<file path="src/rtl/da_lut_loader_if.sv">
// Coefficient stream and LUT write port of the DA FIR LUT loader.
// master = coefficient source / LUT storage side, slave = loader side.
interface da_lut_loader_if #(
    parameter int unsigned OPSIZE = 12,
    parameter int unsigned TAPS   = 3,
    parameter int unsigned NSUB   = 2
);
    localparam int unsigned LUTW = OPSIZE + $clog2(TAPS);
    localparam int unsigned SELW = (NSUB > 1) ? $clog2(NSUB) : 1;

    logic              coef_valid;
    logic [OPSIZE-1:0] coef_data;
    logic              coef_ready;
    logic              lut_we;
    logic [SELW-1:0]   lut_sel;
    logic [TAPS-1:0]   lut_addr;
    logic [LUTW-1:0]   lut_wdata;

    modport master (
        output coef_valid, coef_data,
        input  coef_ready, lut_we, lut_sel, lut_addr, lut_wdata
    );

    modport slave (
        input  coef_valid, coef_data,
        output coef_ready, lut_we, lut_sel, lut_addr, lut_wdata
    );
endinterface

</file>
<file path="src/rtl/da_lut_loader.sv">
// Loads FIR coefficients and writes every DA partial-sum LUT entry, one per cycle.
// Optional LUT_CHECKSUM_EN adds lut_csum, a running sum of all written entries.
module da_lut_loader #(
    parameter int unsigned OPSIZE = 12,
    parameter int unsigned TAPS   = 3,
    parameter int unsigned NSUB   = 2
) (
    input  logic              clk,
    input  logic              rst_n,
    input  logic              start,
    da_lut_loader_if.slave    bus,
    output logic              busy,
    output logic              done,
    output logic              lut_valid
`ifdef LUT_CHECKSUM_EN
    ,
    output logic [OPSIZE+$clog2(TAPS)+TAPS-1:0] lut_csum
`endif
);
    localparam int unsigned LUTW  = OPSIZE + $clog2(TAPS);
    localparam int unsigned SELW  = (NSUB > 1) ? $clog2(NSUB) : 1;
    localparam int unsigned NCOEF = NSUB * TAPS;
    localparam int unsigned KW    = (NCOEF > 1) ? $clog2(NCOEF) : 1;

    typedef enum logic [1:0] {StIdle, StLoad, StBuild, StDone} state_e;

    state_e                   state_q, state_d;
    logic signed [OPSIZE-1:0] coef_q [NCOEF];
    logic [KW-1:0]            k_q, k_d;
    logic [SELW-1:0]          sel_q, sel_d;
    logic [TAPS-1:0]          addr_q, addr_d;
    logic signed [LUTW-1:0]   wdata_q, wdata_d;
    logic                     lut_valid_q, lut_valid_d;
    logic                     hs, last_coef, last_entry;

    assign hs         = bus.coef_valid && (state_q == StLoad);
    assign last_coef  = (k_q == KW'(NCOEF - 1));
    assign last_entry = (sel_q == SELW'(NSUB - 1)) && (addr_q == '1);

    always_comb begin
        state_d     = state_q;
        k_d         = k_q;
        sel_d       = sel_q;
        addr_d      = addr_q;
        wdata_d     = wdata_q;
        lut_valid_d = lut_valid_q;
        unique case (state_q)
            StIdle: begin
                if (start) begin
                    state_d     = StLoad;
                    k_d         = '0;
                    lut_valid_d = 1'b0;
                end
            end
            StLoad: begin
                if (hs) begin
                    k_d = k_q + KW'(1);
                    // Address 0 is always zero, so the first write needs no coefficients.
                    if (last_coef) begin
                        state_d = StBuild;
                        sel_d   = '0;
                        addr_d  = '0;
                        wdata_d = '0;
                    end
                end
            end
            StBuild: begin
                if (last_entry) begin
                    state_d = StDone;
                end else begin
                    if (addr_q == '1) begin
                        sel_d  = sel_q + SELW'(1);
                        addr_d = '0;
                    end else begin
                        addr_d = addr_q + TAPS'(1);
                    end
                    wdata_d = '0;
                    for (int j = 0; j < int'(TAPS); j++) begin
                        if (addr_d[j]) begin
                            wdata_d = wdata_d + LUTW'(coef_q[KW'(int'(sel_d) * int'(TAPS) + j)]);
                        end
                    end
                end
            end
            StDone: begin
                state_d     = StIdle;
                lut_valid_d = 1'b1;
            end
            default: state_d = StIdle;
        endcase
    end

    always_ff @(posedge clk or negedge rst_n) begin
        if (!rst_n) begin
            state_q     <= StIdle;
            k_q         <= '0;
            sel_q       <= '0;
            addr_q      <= '0;
            wdata_q     <= '0;
            lut_valid_q <= 1'b0;
        end else begin
            state_q     <= state_d;
            k_q         <= k_d;
            sel_q       <= sel_d;
            addr_q      <= addr_d;
            wdata_q     <= wdata_d;
            lut_valid_q <= lut_valid_d;
        end
    end

    always_ff @(posedge clk or negedge rst_n) begin
        if (!rst_n) begin
            for (int i = 0; i < int'(NCOEF); i++) begin
                coef_q[i] <= '0;
            end
        end else if (hs) begin
            coef_q[k_q] <= bus.coef_data;
        end
    end

    assign bus.coef_ready = (state_q == StLoad);
    assign bus.lut_we     = (state_q == StBuild);
    assign bus.lut_sel    = sel_q;
    assign bus.lut_addr   = addr_q;
    assign bus.lut_wdata  = wdata_q;
    assign busy           = (state_q == StLoad) || (state_q == StBuild);
    assign done           = (state_q == StDone);
    assign lut_valid      = lut_valid_q;

`ifdef LUT_CHECKSUM_EN
    localparam int unsigned CSW = LUTW + TAPS;
    logic [CSW-1:0] csum_q;

    always_ff @(posedge clk or negedge rst_n) begin
        if (!rst_n) begin
            csum_q <= '0;
        end else if ((state_q == StIdle) && start) begin
            csum_q <= '0;
        end else if (state_q == StBuild) begin
            csum_q <= csum_q + CSW'(wdata_q);
        end
    end

    assign lut_csum = csum_q;
`endif
endmodule
</file>
<file path="src/flat_wrapper.sv">
// flat-port wrapper written by rule: the top's interface ports become plain ports
module da_lut_loader_flat 
#(
    parameter int unsigned OPSIZE = 12,
    parameter int unsigned TAPS   = 3,
    parameter int unsigned NSUB   = 2
)
  (clk, rst_n, start, busy, done, lut_valid, bus_coef_valid, bus_coef_data, bus_coef_ready, bus_lut_we, bus_lut_sel, bus_lut_addr, bus_lut_wdata);
  da_lut_loader_if #(.OPSIZE(OPSIZE), .TAPS(TAPS), .NSUB(NSUB)) bus_i ();
  input  logic clk;
  input  logic rst_n;
  input  logic start;
  output logic busy;
  output logic done;
  output logic lut_valid;
  input wire logic [$bits(bus_i.coef_valid)-1:0] bus_coef_valid;
  input wire logic [$bits(bus_i.coef_data)-1:0] bus_coef_data;
  output wire logic [$bits(bus_i.coef_ready)-1:0] bus_coef_ready;
  output wire logic [$bits(bus_i.lut_we)-1:0] bus_lut_we;
  output wire logic [$bits(bus_i.lut_sel)-1:0] bus_lut_sel;
  output wire logic [$bits(bus_i.lut_addr)-1:0] bus_lut_addr;
  output wire logic [$bits(bus_i.lut_wdata)-1:0] bus_lut_wdata;
  assign bus_i.coef_valid = bus_coef_valid;
  assign bus_i.coef_data = bus_coef_data;
  assign bus_coef_ready = bus_i.coef_ready;
  assign bus_lut_we = bus_i.lut_we;
  assign bus_lut_sel = bus_i.lut_sel;
  assign bus_lut_addr = bus_i.lut_addr;
  assign bus_lut_wdata = bus_i.lut_wdata;
  da_lut_loader #(.OPSIZE(OPSIZE), .TAPS(TAPS), .NSUB(NSUB)) u_core (.clk(clk), .rst_n(rst_n), .start(start), .bus(bus_i), .busy(busy), .done(done), .lut_valid(lut_valid));
endmodule
</file>
<file path="config.mk">
export PLATFORM = sky130hd
export DESIGN_NAME = da_lut_loader_flat
export DESIGN_NICKNAME = d
export VERILOG_FILES = /design/src/rtl/da_lut_loader_if.sv /design/src/rtl/da_lut_loader.sv /design/src/flat_wrapper.sv
export SDC_FILE = /design/constraint.sdc
export NUM_CORES = 1
export LEC_CHECK = 0
export ABC_CLOCK_PERIOD_IN_PS = 5880
export BUFFER_PORTS_ARGS = -buffer_cell sky130_fd_sc_hd__buf_2
export CAP_MARGIN = 20
export CORE_MARGIN = 2
export CORE_UTILIZATION = 48
export CTS_CLUSTER_SIZE = 40
export DETAILED_ROUTE_END_ITERATION = 7
export PLACE_DENSITY = 0.66
export SLEW_MARGIN = 20
export SYNTH_ARGS = -nofsm -noshare
export SYNTH_HDL_FRONTEND = slang
export SYNTH_SLANG_ARGS = --single-unit
</file>
<file path="constraint.sdc">
create_clock -name clk -period 5.88 [get_ports clk]
set_input_delay 1.176 -clock clk [delete_from_list [all_inputs] [get_ports clk]]
set_output_delay 1.176 -clock clk [all_outputs]
set_load 0.005 [all_outputs]
</file>
---- Yosys cells after proc, flatten, opt, wreduce, memory -nomap -nowiden ----
Cells that the tools add are included.
W data, S select, Z words.
cells by class
  add/subtract/negate cells ............... 7
  $mul .................................... 1
  div/mod/pow operators ................... 0
  $lt $le $gt $ge ......................... 5
  eq/ne operators ......................... 10
  shifts and indexed selects .............. 0
  mux-type cells .......................... 47
  bitwise logic cells ..................... 4
  reduce and logical (&&, ||, !) cells .... 12
operator list
  operator               number
  $mux W14               10
  $bmux W12 S3           3
  $mux W12               7
  $bwmux W72             1
  $demux W12 S3          1
  $add A14 B12 Y14       2
  $pmux W14 S2           1
  $mux W3                8
  $ge A3 B4 Y1 const B   3
  $pmux W3 S2            2
  $not A3 Y3             3
  $mux W2                4
  $pmux W2 S4            1
  $reduce_and A4 Y1      2
  $mux W1                7
  $add A3 B1 Y3 const B  2
  $eq A3 B3 Y1 const B   2
  $ne A2 B1 Y1 const B   3
  $reduce_bool A2 Y1     3
  $eq A2 B2 Y1 const B   2
  $ge A4 B4 Y1 const B   1
  $lt A4 B1 Y1 const B   1
  $ne A2 B2 Y1 const B   2
  $not A3 Y4             1
  11 further kinds       14
storage, ports and cells
  flip-flop bits (word level) ............. 96
  latch bits .............................. 0
  memory bits (writable) .................. 0
  ROM bits ................................ 0
  input bits .............................. 16
  output and inout port bits .............. 23
  memories kept ........................... 0

---- Longest topological paths before layout ----
  word-level depth ........................ 20
  mapped depth ............................ 23
  mapped depth without buffers ............ 22

---- Worst setup path after synthesis ----
No wires, ideal clock.
  path type ............................... register to register
  start ................................... register u_core.addr_q[0] (netlist: u_core.bus.lut_addr[0])
  end ..................................... register u_core.wdata_q[13] (netlist: u_core.bus.lut_wdata[13])
  library setup time ...................... 0.121 ns
  arrival ................................. 5.114 ns
  required time ........................... 5.759 ns
  setup slack ............................. 0.645 ns
  stages on the path, launching flop included .. 23
  path buffers ............................ 3
  period minus slack after synthesis ...... 5.235 ns
  cells stage by stage .................... dfrtp_1 -> ha_1 -> ha_1 -> ha_1 -> buf_2 -> buf_4 -> buf_2 -> mux4_2 -> ha_1 -> a21oi_1 -> nand2_1 -> o21ai_1 -> o21ai_0 -> xnor2_1 -> o21ai_0 -> ha_1 -> a21o_1 -> a21o_1 -> nor4_1 -> nand3_1 -> and4bb_2 -> xnor2_1 -> a22o_1
between the ends
  cells in the longest elaborated chain, start to end .. 20
  elaborated cells on any way between the ends .. 37
  classes of those cells .................. add/sub (5); mul (1); eq/ne (2); mux (24); bitwise (3); reduce/logical (2)
RTL lines
  item                                                                       line                  RTL
  start, declared                                                            da_lut_loader.sv:31   logic [TAPS-1:0] addr_q, addr_d;
  start signal, assigned                                                     da_lut_loader.sv:105  addr_q <= addr_d;
  parallel branches: the longest is 20 deep, another holds $add A14 B12 Y14  n/a
  end signal, assigned                                                       da_lut_loader.sv:106  wdata_q <= wdata_d;
  end, declared                                                              da_lut_loader.sv:32   logic signed [LUTW-1:0] wdata_q, wdata_d;
Parallel ways; which one is timed is not known. The select of a mux whose other input is x is not followed.
A chain may end at the register's enable or synchronous reset.

---- Final worst setup path ----
  start ................................... register u_core.addr_q[0] (netlist: u_core.bus.lut_addr[0])
  end ..................................... register u_core.wdata_q[12] (netlist: u_core.bus.lut_wdata[12])
Same word-level chain as after synthesis.

==> impl_metrics.json <==
{
  "root_buffer": "clkbuf_16",
  "ys_seq_elements": 96,
  "p_leak_nw": 3.09,
  "clk_path_buf_depth": 2,
  "clock_sinks": 96,
  "setup_violations": 0,
  "synth_ff_type": "dfrtp_1",
  "numPortBuffers": 38,
  "clk-insertion-delay-late_ps": 350,
  "place_congestion": 0.894,
  "yosys-top-cells-area": "dfrtp_1 40%, mux2_2 14%, ha_1 7.4%",
  "antenna_found_initial": 0,
  "io_pins": 39,
  "yosys.area.top_type_share": 0.405,
  "hpwlAfterDp_mm": 9.95,
  "power_density_mw_per_mm2": 558,
  "layout_setup_ws_ps": 388,
  "hold_path.class": "flip-flop to flip-flop",
  "final_antenna_net_count": 0,
  "period_share": 0.934,
  "worst_pin_slew_ps": 890,
  "diodes": 0,
  "synth.net_count": 607,
  "drv_cap": 0,
  "areaGrowthSynthToFinish_pct": 11.3,
  "status": "completed",
  "required_ps": 6130,
  "layout.cells.non_filler": 759,
  "grt_pass1_vias": 4284,
  "arrival_ps": 5740,
  "path_cells": "ha_1 > ha_1 > ha_2 > buf_4 > mux2i_1 > nor2_1 > ha_1 > a211oi_2 > o21bai_1 > or2_1 > a31oi_1 > xor2_1 > o21ai_0 > ha_1 > or2_2 > a2111oi_4 > o31ai_1 > a21oi_1 > xnor2_1 > o21ai_0 > o31ai_1",
  "die_area_mm2": 0.0133,
  "cp_common_cell": "ha_1",
  "h-tree-depth": 3,
  "dr.pass1.iters": 5,
  "grt.overflow.total": 0,
  "drt-total-wl_mm": 13.4,
  "yosysSeqAreaShare": 0.405,
  "syn_avg_cell_area_um2": 10.7,
  "post-cts-setup-buffers": 0,
  "synth_top_family_by_area": "multiplexers",
  "synth_xor_area_frac": 0.0251,
  "synth_adder_area_share": 0.0805,
  "tritoncts": "yes",
  "layout-drive-gt1-share": 0.267,
  "synthArstFlopShare": 1.00,
  "routedWlPerCell_um": 17.6,
  "detail_route.iter0.violations": 299,
  "hold_viol": 0,
  "critPathSlowestCell": "ha_2",
  "synth-compound-area-share": 0.137,
  "pre_cts_ws_ps": 426,
  "holdWs_ps": 485,
  "slew_violations": 0,
  "yosysUniqueCellTypes": 53,
  "worstSetupPathType": "flip-flop to flip-flop",
  "fmax_mhz": 182,
  "dpl_cell_area_mm2": 0.00631,
  "synth_area_leader_cell": "dfrtp_1",
  "rows": 40,
  "yosys.area_share.simple": 0.0957,
  "vias": 4400,
  "crit_path_start_kind": "flip-flop",
  "post_cts_resized": 0,
  "slew_headroom": 0.405,
  "placed_cells": 743,
  "final_area_mm2": 0.00661,
  "grt_max_degree": 58,
  "setup_tns_ps": 0,
  "drcViolationCount": 0,
  "min_period_ps": 5490,
  "netlist_area_mm2": 0.00594,
  "rsz0062_at_grt": "no",
  "via_per_inst": 5.80,
  "slowest_delay_ps": 540,
  "cts_hold_buf": 0,
  "core_area_mm2": 0.0121,
  "grt_pass1_wl_mm": 21.9,
  "muxShareOfSynthArea": 0.229,
  "yosysWarnings": 0,
  "peakVddDrop_v": 0.000187,
  "finalPower_mw": 3.69,
  "grt_usage": 0.213,
  "initial_core_util": 0.492,
  "skew_ps": 7.65,
  "synth_edf_count": 0,
  "syn_inst": 554,
  "cp-end-kind": "flip-flop",
  "cts.reportedPaths.clkPinSlew_ps": 70,
  "die_h_um": 115,
  "cts_buffers": 9,
  "final_util": 0.548,
  "nets": 639,
  "crit_fanout": 17,
  "hold_depth": 2,
  "die-width_um": 115,
  "r2r.worst_path.cells": 21
}
## synth_stat cells (3+ instances only)
cell type	count
nand4_1	4
o22ai_1	4
clkbuf_1	14
o21ai_0	44
a21oi_1	25
nor2b_1	3
o21a_1	6
mux2_2	72
a21o_1	9
a22o_1	4
buf_2	7
or2_2	3
nand3_1	9
xnor2_1	8
a31oi_1	3
a221o_1	3
o21bai_1	3
nor2_1	36
nand2b_1	4
mux4_2	12
dfrtp_1	96
ha_1	35
inv_1	14
xor2_1	9
a211oi_1	4
nand2_1	58
o31ai_1	4
mux2i_1	28
## report_power, final
group	internal, mW	total [mW]	switching (mW)
clock	0.330	0.588	0.258
combinational	0.890	2.08	1.19
sequential	0.869	1.02	0.150
## cells in the final DEF (no fill, tap or decap), types with 2 or more instances in the layout
| master | instances |
|---|---|
| buf_2 | 37 |
| mux2_2 | 72 |
| inv_1 | 14 |
| and3_1 | 2 |
| o21bai_1 | 3 |
| a21oi_1 | 25 |
| dfrtp_1 | 96 |
| nand4_1 | 4 |
| a211o_1 | 2 |
| o21ai_0 | 44 |
| o22ai_1 | 4 |
| fa_1 | 2 |
| nand2_1 | 58 |
| o31ai_1 | 4 |
| clkbuf_16 | 9 |
| o211ai_1 | 2 |
| o21a_1 | 6 |
| nand3_1 | 9 |
| or2_2 | 3 |
| xor2_1 | 9 |
| xnor2_1 | 8 |
| a21o_1 | 9 |
| a211oi_1 | 4 |
| mux2i_1 | 28 |
| mux4_2 | 12 |
| buf_4 | 9 |
| ha_1 | 34 |
| a31oi_1 | 3 |
| a22o_1 | 4 |
| clkinv_2 | 3 |
| nor2b_1 | 3 |
| nor2_1 | 36 |
| nand2b_1 | 4 |
| a221o_1 | 3 |
## final timing paths
kind | start | endpoint | slack (ps)
worst max-delay path | u_core.bus.lut_addr[0]$_DFFE_PN0P_ | u_core.bus.lut_wdata[12]$_DFFE_PN0P_ | 390
worst min-delay path | u_core.bus.lut_wdata[4]$_DFFE_PN0P_ | u_core.bus.lut_wdata[4]$_DFFE_PN0P_ | 480
worst max register to register | u_core.bus.lut_addr[0]$_DFFE_PN0P_ | u_core.bus.lut_wdata[12]$_DFFE_PN0P_ | 390
worst min register to register | u_core.bus.lut_wdata[4]$_DFFE_PN0P_ | u_core.bus.lut_wdata[4]$_DFFE_PN0P_ | 480
max in group asynchronous | rst_n | u_core.coef_q[58]$_DFFE_PN0P_ | 3980
min in group asynchronous | rst_n | u_core.lut_valid$_DFFE_PN0P_ | 780
## critical path: cells and delay by family, from the launching register on
kind / cells / cell delay, ps
compound gates: 9 / 1800
fa+ha+maj: 5 / 1640
simple gates: 3 / 680
flops: 1 / 430
buf+inv: 1 / 320
xor+xnor: 2 / 300
mux: 1 / 220
## logic make-up after synthesis
family | Yosys count
simple gates | 129
compound gates | 124
mux | 112
flops | 96
buf+inv | 39
fa+ha+maj | 37
xor+xnor | 17
## area by class of cell
type	instances	area, um2
clock buffers	9	225
clock inverters	7	70.1
fillers	1018	5460
inverters	14	52.6
multi-input cells	419	3390
flip-flops and latches	96	2400
well taps	168	210
repair buffers	46	253
## flip-flops by register name, indices dropped and copies added, names as in the netlist
register              cells
u_core.bus.lut_addr       3
u_core.bus.lut_sel        1
u_core.bus.lut_wdata     14
u_core.k_q                3
u_core.lut_valid          1
u_core.coef_q            72
u_core.state_q            2
## per-layer routing
layer | share of wire | up-vias | track usage
met3 | 0.037 | 34 | 0.0385
met1 | 0.48 | 2170 | 0.294
met4 | 0.033 | 0 | 0.0988
met2 | 0.45 | 113 | 0.328
li1 | - | 2083 | -
met5 | 0 | - | 0
Power figures use the tool's default switching activity.
